File: src/rtl/bsg_axil_to_mcl_pkg.sv
// Shared types and constants for the AXI-Lite-to-MCL bridge and its read-side arbiter.
package bsg_axil_to_mcl_pkg;

    typedef enum logic [1:0] {
        RD_IDLE = 2'd0,
        RD_ADDR = 2'd1,
        RD_DATA = 2'd2,
        RD_RESP = 2'd3
    } rd_arb_state_e;

    localparam logic [1:0] axil_resp_okay_gp   = 2'b00;
    localparam logic [1:0] axil_resp_slverr_gp = 2'b10;
    localparam logic [1:0] axil_resp_decerr_gp = 2'b11;

    // A single master still needs a one-bit index so the grant registers stay declarable.
    function automatic int rd_arb_idx_width(input int num_masters);
        return (num_masters > 1) ? $clog2(num_masters) : 1;
    endfunction

endpackage

File: src/rtl/bsg_axil_rr_arbiter.sv
// Combinational round-robin pick: search starts just above last_grant_i and wraps to 0.
module bsg_axil_rr_arbiter
    import bsg_axil_to_mcl_pkg::*;
#(
    parameter  int num_masters_p = 2,
    localparam int idx_width_lp  = rd_arb_idx_width(num_masters_p)
) (
    input  logic [num_masters_p-1:0] req_i,
    input  logic [idx_width_lp-1:0]  last_grant_i,
    output logic [num_masters_p-1:0] grant_oh_o,
    output logic [idx_width_lp-1:0]  grant_idx_o,
    output logic                     grant_v_o
);

    logic [num_masters_p-1:0] req_hi;
    logic [num_masters_p-1:0] pick;

    // Requesters above the last winner take precedence; otherwise fall back to the lowest index.
    always_comb begin
        req_hi = '0;
        for (int i = 0; i < num_masters_p; i++) begin
            req_hi[i] = req_i[i] && (i > int'(last_grant_i));
        end
        pick = (|req_hi) ? req_hi : req_i;

        grant_oh_o  = '0;
        grant_idx_o = '0;
        for (int i = num_masters_p - 1; i >= 0; i--) begin
            if (pick[i]) begin
                grant_oh_o    = '0;
                grant_oh_o[i] = 1'b1;
                grant_idx_o   = i[idx_width_lp-1:0];
            end
        end
        grant_v_o = |req_i;
    end

endmodule

File: src/rtl/bsg_axil_rd_arbiter.sv
// Shares one AXI-Lite read slave among several read masters, one read outstanding at a time.
//
// state   | meaning
// --------+-------------------------------------------------------------
// RD_IDLE | arbitrate; winner's AR handshake is combinational this cycle
// RD_ADDR | replay latched address to the slave until m_arready_i
// RD_DATA | m_rready_o high; wait for the slave's read data
// RD_RESP | hold captured data/resp to the granted master until it accepts
module bsg_axil_rd_arbiter
    import bsg_axil_to_mcl_pkg::*;
#(
    parameter int num_masters_p = 2,
    parameter int addr_width_p  = 32,
    parameter int data_width_p  = 32
) (
    input  logic                                        clk_i,
    input  logic                                        reset_n_i,

    input  logic [num_masters_p-1:0][addr_width_p-1:0]  s_araddr_i,
    input  logic [num_masters_p-1:0]                    s_arvalid_i,
    output logic [num_masters_p-1:0]                    s_arready_o,
    output logic [data_width_p-1:0]                     s_rdata_o,
    output logic [1:0]                                  s_rresp_o,
    output logic [num_masters_p-1:0]                    s_rvalid_o,
    input  logic [num_masters_p-1:0]                    s_rready_i,

    output logic [addr_width_p-1:0]                     m_araddr_o,
    output logic                                        m_arvalid_o,
    input  logic                                        m_arready_i,
    input  logic [data_width_p-1:0]                     m_rdata_i,
    input  logic [1:0]                                  m_rresp_i,
    input  logic                                        m_rvalid_i,
    output logic                                        m_rready_o
);

    localparam int idx_width_lp = rd_arb_idx_width(num_masters_p);
    localparam logic [idx_width_lp-1:0] last_grant_rst_lp = idx_width_lp'(num_masters_p - 1);

    rd_arb_state_e              state_q, state_d;
    logic [idx_width_lp-1:0]    grant_q, grant_d;
    logic [idx_width_lp-1:0]    last_grant_q, last_grant_d;
    logic [addr_width_p-1:0]    addr_q, addr_d;
    logic [data_width_p-1:0]    rdata_q, rdata_d;
    logic [1:0]                 rresp_q, rresp_d;
    logic                       arvalid_q, arvalid_d;
    logic                       rready_q, rready_d;
    logic [num_masters_p-1:0]   rvalid_q, rvalid_d;

    logic [num_masters_p-1:0]   arb_grant_oh;
    logic [idx_width_lp-1:0]    arb_grant_idx;
    logic                       arb_grant_v;
    logic [addr_width_p-1:0]    arb_addr;
    logic [num_masters_p-1:0]   grant_q_oh;
    logic                       granted_rready;

    bsg_axil_rr_arbiter #(
        .num_masters_p (num_masters_p)
    ) rr_arb (
        .req_i        (s_arvalid_i),
        .last_grant_i (last_grant_q),
        .grant_oh_o   (arb_grant_oh),
        .grant_idx_o  (arb_grant_idx),
        .grant_v_o    (arb_grant_v)
    );

    // One-hot muxes avoid indexing by a grant value that may be wider than the master count.
    always_comb begin
        arb_addr       = '0;
        grant_q_oh     = '0;
        granted_rready = 1'b0;
        for (int i = 0; i < num_masters_p; i++) begin
            if (arb_grant_oh[i]) begin
                arb_addr = arb_addr | s_araddr_i[i];
            end
            if (grant_q == i[idx_width_lp-1:0]) begin
                grant_q_oh[i]  = 1'b1;
                granted_rready = s_rready_i[i];
            end
        end
    end

    always_comb begin
        state_d      = state_q;
        grant_d      = grant_q;
        last_grant_d = last_grant_q;
        addr_d       = addr_q;
        rdata_d      = rdata_q;
        rresp_d      = rresp_q;
        arvalid_d    = arvalid_q;
        rready_d     = rready_q;
        rvalid_d     = rvalid_q;

        case (state_q)
            RD_IDLE: begin
                if (arb_grant_v) begin
                    addr_d    = arb_addr;
                    grant_d   = arb_grant_idx;
                    arvalid_d = 1'b1;
                    state_d   = RD_ADDR;
                end
            end
            RD_ADDR: begin
                if (m_arready_i) begin
                    arvalid_d = 1'b0;
                    rready_d  = 1'b1;
                    state_d   = RD_DATA;
                end
            end
            RD_DATA: begin
                if (m_rvalid_i) begin
                    rdata_d  = m_rdata_i;
                    rresp_d  = m_rresp_i;
                    rready_d = 1'b0;
                    rvalid_d = grant_q_oh;
                    state_d  = RD_RESP;
                end
            end
            RD_RESP: begin
                if (granted_rready) begin
                    last_grant_d = grant_q;
                    rvalid_d     = '0;
                    state_d      = RD_IDLE;
                end
            end
            default: begin
                arvalid_d = 1'b0;
                rready_d  = 1'b0;
                rvalid_d  = '0;
                state_d   = RD_IDLE;
            end
        endcase
    end

    always_ff @(posedge clk_i or negedge reset_n_i) begin
        if (!reset_n_i) begin
            state_q      <= RD_IDLE;
            grant_q      <= '0;
            last_grant_q <= last_grant_rst_lp;
            addr_q       <= '0;
            rdata_q      <= '0;
            rresp_q      <= '0;
            arvalid_q    <= 1'b0;
            rready_q     <= 1'b0;
            rvalid_q     <= '0;
        end else begin
            state_q      <= state_d;
            grant_q      <= grant_d;
            last_grant_q <= last_grant_d;
            addr_q       <= addr_d;
            rdata_q      <= rdata_d;
            rresp_q      <= rresp_d;
            arvalid_q    <= arvalid_d;
            rready_q     <= rready_d;
            rvalid_q     <= rvalid_d;
        end
    end

    // Only AR ready is combinational; everything toward the slave and the R channel is a flop.
    assign s_arready_o = (state_q == RD_IDLE) ? arb_grant_oh : '0;
    assign s_rvalid_o  = rvalid_q;
    assign s_rdata_o   = rdata_q;
    assign s_rresp_o   = rresp_q;
    assign m_araddr_o  = addr_q;
    assign m_arvalid_o = arvalid_q;
    assign m_rready_o  = rready_q;

endmodule

File: config.mk
export PLATFORM = sky130hd
export DESIGN_NAME = bsg_axil_rd_arbiter
export DESIGN_NICKNAME = d
export VERILOG_FILES = /design/src/rtl/bsg_axil_to_mcl_pkg.sv /design/src/rtl/bsg_axil_rr_arbiter.sv /design/src/rtl/bsg_axil_rd_arbiter.sv
export SDC_FILE = /design/constraint.sdc
export NUM_CORES = 1
export LEC_CHECK = 0
export CAP_MARGIN = 20
export CORE_ASPECT_RATIO = 1.25
export CORE_UTILIZATION = 35
export CTS_BUF_LIST = sky130_fd_sc_hd__clkbuf_16
export CTS_CLUSTER_SIZE = 20
export DETAILED_ROUTE_END_ITERATION = 10
export GPL_ROUTABILITY_DRIVEN = 0
export PLACE_DENSITY = 0.87
export REMOVE_ABC_BUFFERS = 1
export SETUP_SLACK_MARGIN = 0.15
export SLEW_MARGIN = 40
export SYNTH_ARGS = -nofsm -noshare
export SYNTH_HDL_FRONTEND = slang
export SYNTH_SLANG_ARGS = --single-unit
File: constraint.sdc
create_clock -name clk_i -period 1.6 [get_ports clk_i]
set_input_delay 0.4 -clock clk_i [delete_from_list [all_inputs] [get_ports clk_i]]
set_output_delay 0.4 -clock clk_i [all_outputs]
set_load 0.1 [all_outputs]
==> impl_results.md <==
- Outcome: finished with violations
- Failing checks: negative setup slack
- Clock Latency Late Sink: 0.33 ns
- Max-cap violations: 0
- Largest area contributor in the netlist: dfrtp_1
- Crit Path Category: flip-flop to output port
- Xor/xnor share of the synthesized area: 0
- Initial core utilization: 0.363
- Die width: 87.0 um
- Startpoint Class: flip-flop
- Top post-synthesis cells by count: dfrtp_1, mux2_2, a21o_1, a22o_1, a22o_2
- CP Capture Type: output port
- Row count: 38
- Global-route wire length before repair: 16.3 mm
- Via count of the first global-routing pass: 3,137
- Clock buffer depth: 2
- First-pass DRT Iterations: 4
- Worst Setup Slack post-DPL: -0.383 ns
- R2r startpoint: last_grant_q
- Area Growth Syn to Fin: 122%
- FF+latch count, synth: 74
- Count leader, synth: dfrtp_1
- Crit-path slowest cell: dfrtp_1
- Setup Viol. Count Final: 69
- Grt ovf: 0
- Yosys warns: 0
- Multiplexer share of the synthesized area: 0.141
- Layout net count: 568
- Worst min path class: primary input to asynchronous set/reset pin
- Die area: 9420 um^2
- Remaining DRCs: 0
- Total CTS buffers: 9
- Initial antenna violation count: 0
- Post-synth EDFFs: 0
- Crit-path most repeated cell: buf_12
- Post-Syn Area: 3160 um^2
- Worst slew pin tran: 0.505 ns
- Vias: 2,915
- Synth Area in Compound Gates: 0.196
- Crit path from: state_q[0]
- Adder-cell share of the synthesized area: 0.0158
- Iteration-0 DRC Markers: 93
- CTS tree: built
- Post-DRT Antenna Nets: 0
- Post-Synth Simple-Gate Area: 0.0297
- CTS Hold Buffers Added: 0
- Die Height: 108 um
- Netlist cell types: 27
- Final Skew: 0.00544 ns
- Via density: 5.00
- Antenna cell count: 0
- Wirelength per Cell: 20.1 um
- Asr flop ratio synth: 1.00
- CTS HTree Levels: 3
- CTS Root Cell: clkbuf_16
- Largest net degree at the start of global routing: 40
- Max-slew headroom: 0.663
- IO Pins: 178
- Crit path cell chain: inv_2 -> ha_4 -> inv_4 -> a211oi_4 -> buf_12 -> buf_12
- Port-buffer cells: 177
- Clk sinks: 74
- Clock-pin slew on the worst setup and hold paths: 0.06 ns
- Final hold vios: 0
- RSZ-0062 raised after global routing: true
- Core area: 8700 um^2
- Sequential share of the synthesized area: 0.586
- WP data arrival: 1.49 ns
- Ys flop type: dfrtp_1
- Critical-path maximum fanout: 3
- Worst EP required: 1.20 ns
- Worst stage delay on the critical path: 0.39 ns
- Syn avg cell area: 13.7 um^2
- Share of cells above drive strength 1: 0.458
- Total GRT Usage: 0.238
- Hold slack: 0.117 ns
- Hpwl dp: 7.47 mm
- Synth Instances: 230
- Post-route clock period utilization: 1.18
- Max Slew Vio Count: 0
- Worst setup margin: -0.294 ns
- Combinational family with the most area after synthesis: compound AO/OA/AOI/OAI gates
- Routed Wire Length: 11.7 mm
- FMAX: 528 MHz
- Synth area leaders: dfrtp_1, mux2_2, a21o_1, a22o_1, a22o_2
- Fin util: 0.808
- Fin crit period: 1.89 ns
- Top-area cell type share of the netlist area: 0.578
==> kinds of logic after synthesis <==
kind of cell             after synthesis
adder cells (fa/ha/maj)                4
flip-flops                            74
multiplexers                          40
AO/OA/AOI/OAI                         75
buffers and inverters                 18
AND/OR/NAND/NOR                       19
==> path summary, 6_finish.rpt <==
path	endpoint	slack, ns	cells past startpoint
worst min register to register	m_araddr_o[1]	0.56	2
max in group asynchronous	last_grant_q	1.10	2
worst min-delay path	m_araddr_o[26]	0.12	2
min in group clk_i	m_araddr_o[1]	0.56	2
worst max-delay path	s_arready_o[1]	-0.29	6
worst max register to register	m_araddr_o[30]	-0.20	8
==> metrics by stage <==
stage	area, um^2	cells	TNS (ns)
final	7030	583	-8.32
after global routing	7030	583	-11.08
after floorplan	3080	218	-67.16
after global placement	5970	539	-14.34
after detailed placement	5970	539	-15.21
after CTS	6680	573	-4.67
==> worst max-delay path, delay by kind of cell, from the launching register on <==
family          cells  cell delay (ns)
buf+inv             4             0.43
compound gates      1             0.19
fa+ha+maj           1             0.14
flops               1             0.39
==> placed cells by master, fill, tap and decap left out, drive strengths merged <==
cell             n
ha               4
mux2            36
dfrtp           73
nand4b           1
clkbuf          11
dlygate4sd2      2
a21o            31
buf            123
inv              7
a32oi            1
nand2            8
or3              1
o21ai            7
o311ai           1
nor2             4
clkinv           2
a22o            31
dfstp            1
mux2i            4
nand2b           2
clkdlybuf4s50  102
and2             2
a21oi            3
a211oi           1
nand4            1
bufinv           4
==> final cells by class <==
class                      instances  area [um^2]
multi-input combinational        138         1470
clock inverter                     7          133
timing repair buffer             229         3180
clock buffer                       9          225
fill                             449         1670
sequential                        74         1850
inverter                           6         25.0
tap                              120          150
==> sequential cells by signal (all words and copies together) (netlist names), 2 cells and up <==
signal and count:
m_araddr_o 32, s_rdata_o 32, s_rresp_o 2, s_rvalid_o 2
state_q 2
==> repair_timing <==
action / in CTS / in global routing
cloned: 5 / 2
buffers inserted: 13 / 8
pin swaps: 7 / 32
endpoints found under the hold margin: 0 / 0
resized for setup: 28 / 50
setup endpoints to repair: 69 / 71
==> per-layer routing <==
layer / wire length, um / vias to the layer above / GRT usage / share of wire
met3: 1040 / 27 / 0.0847 / 0.089
met4: 387 / 0 / 0.120 / 0.033
met1: 3970 / 1417 / 0.228 / 0.34
met2: 6320 / 165 / 0.440 / 0.54
met5: 0 / - / 0 / 0
li1: - / 1306 / - / -
Power is left out: the tool's default activity adds up to more than one toggle a clock period on the data nets, which glitch-free logic cannot reach.
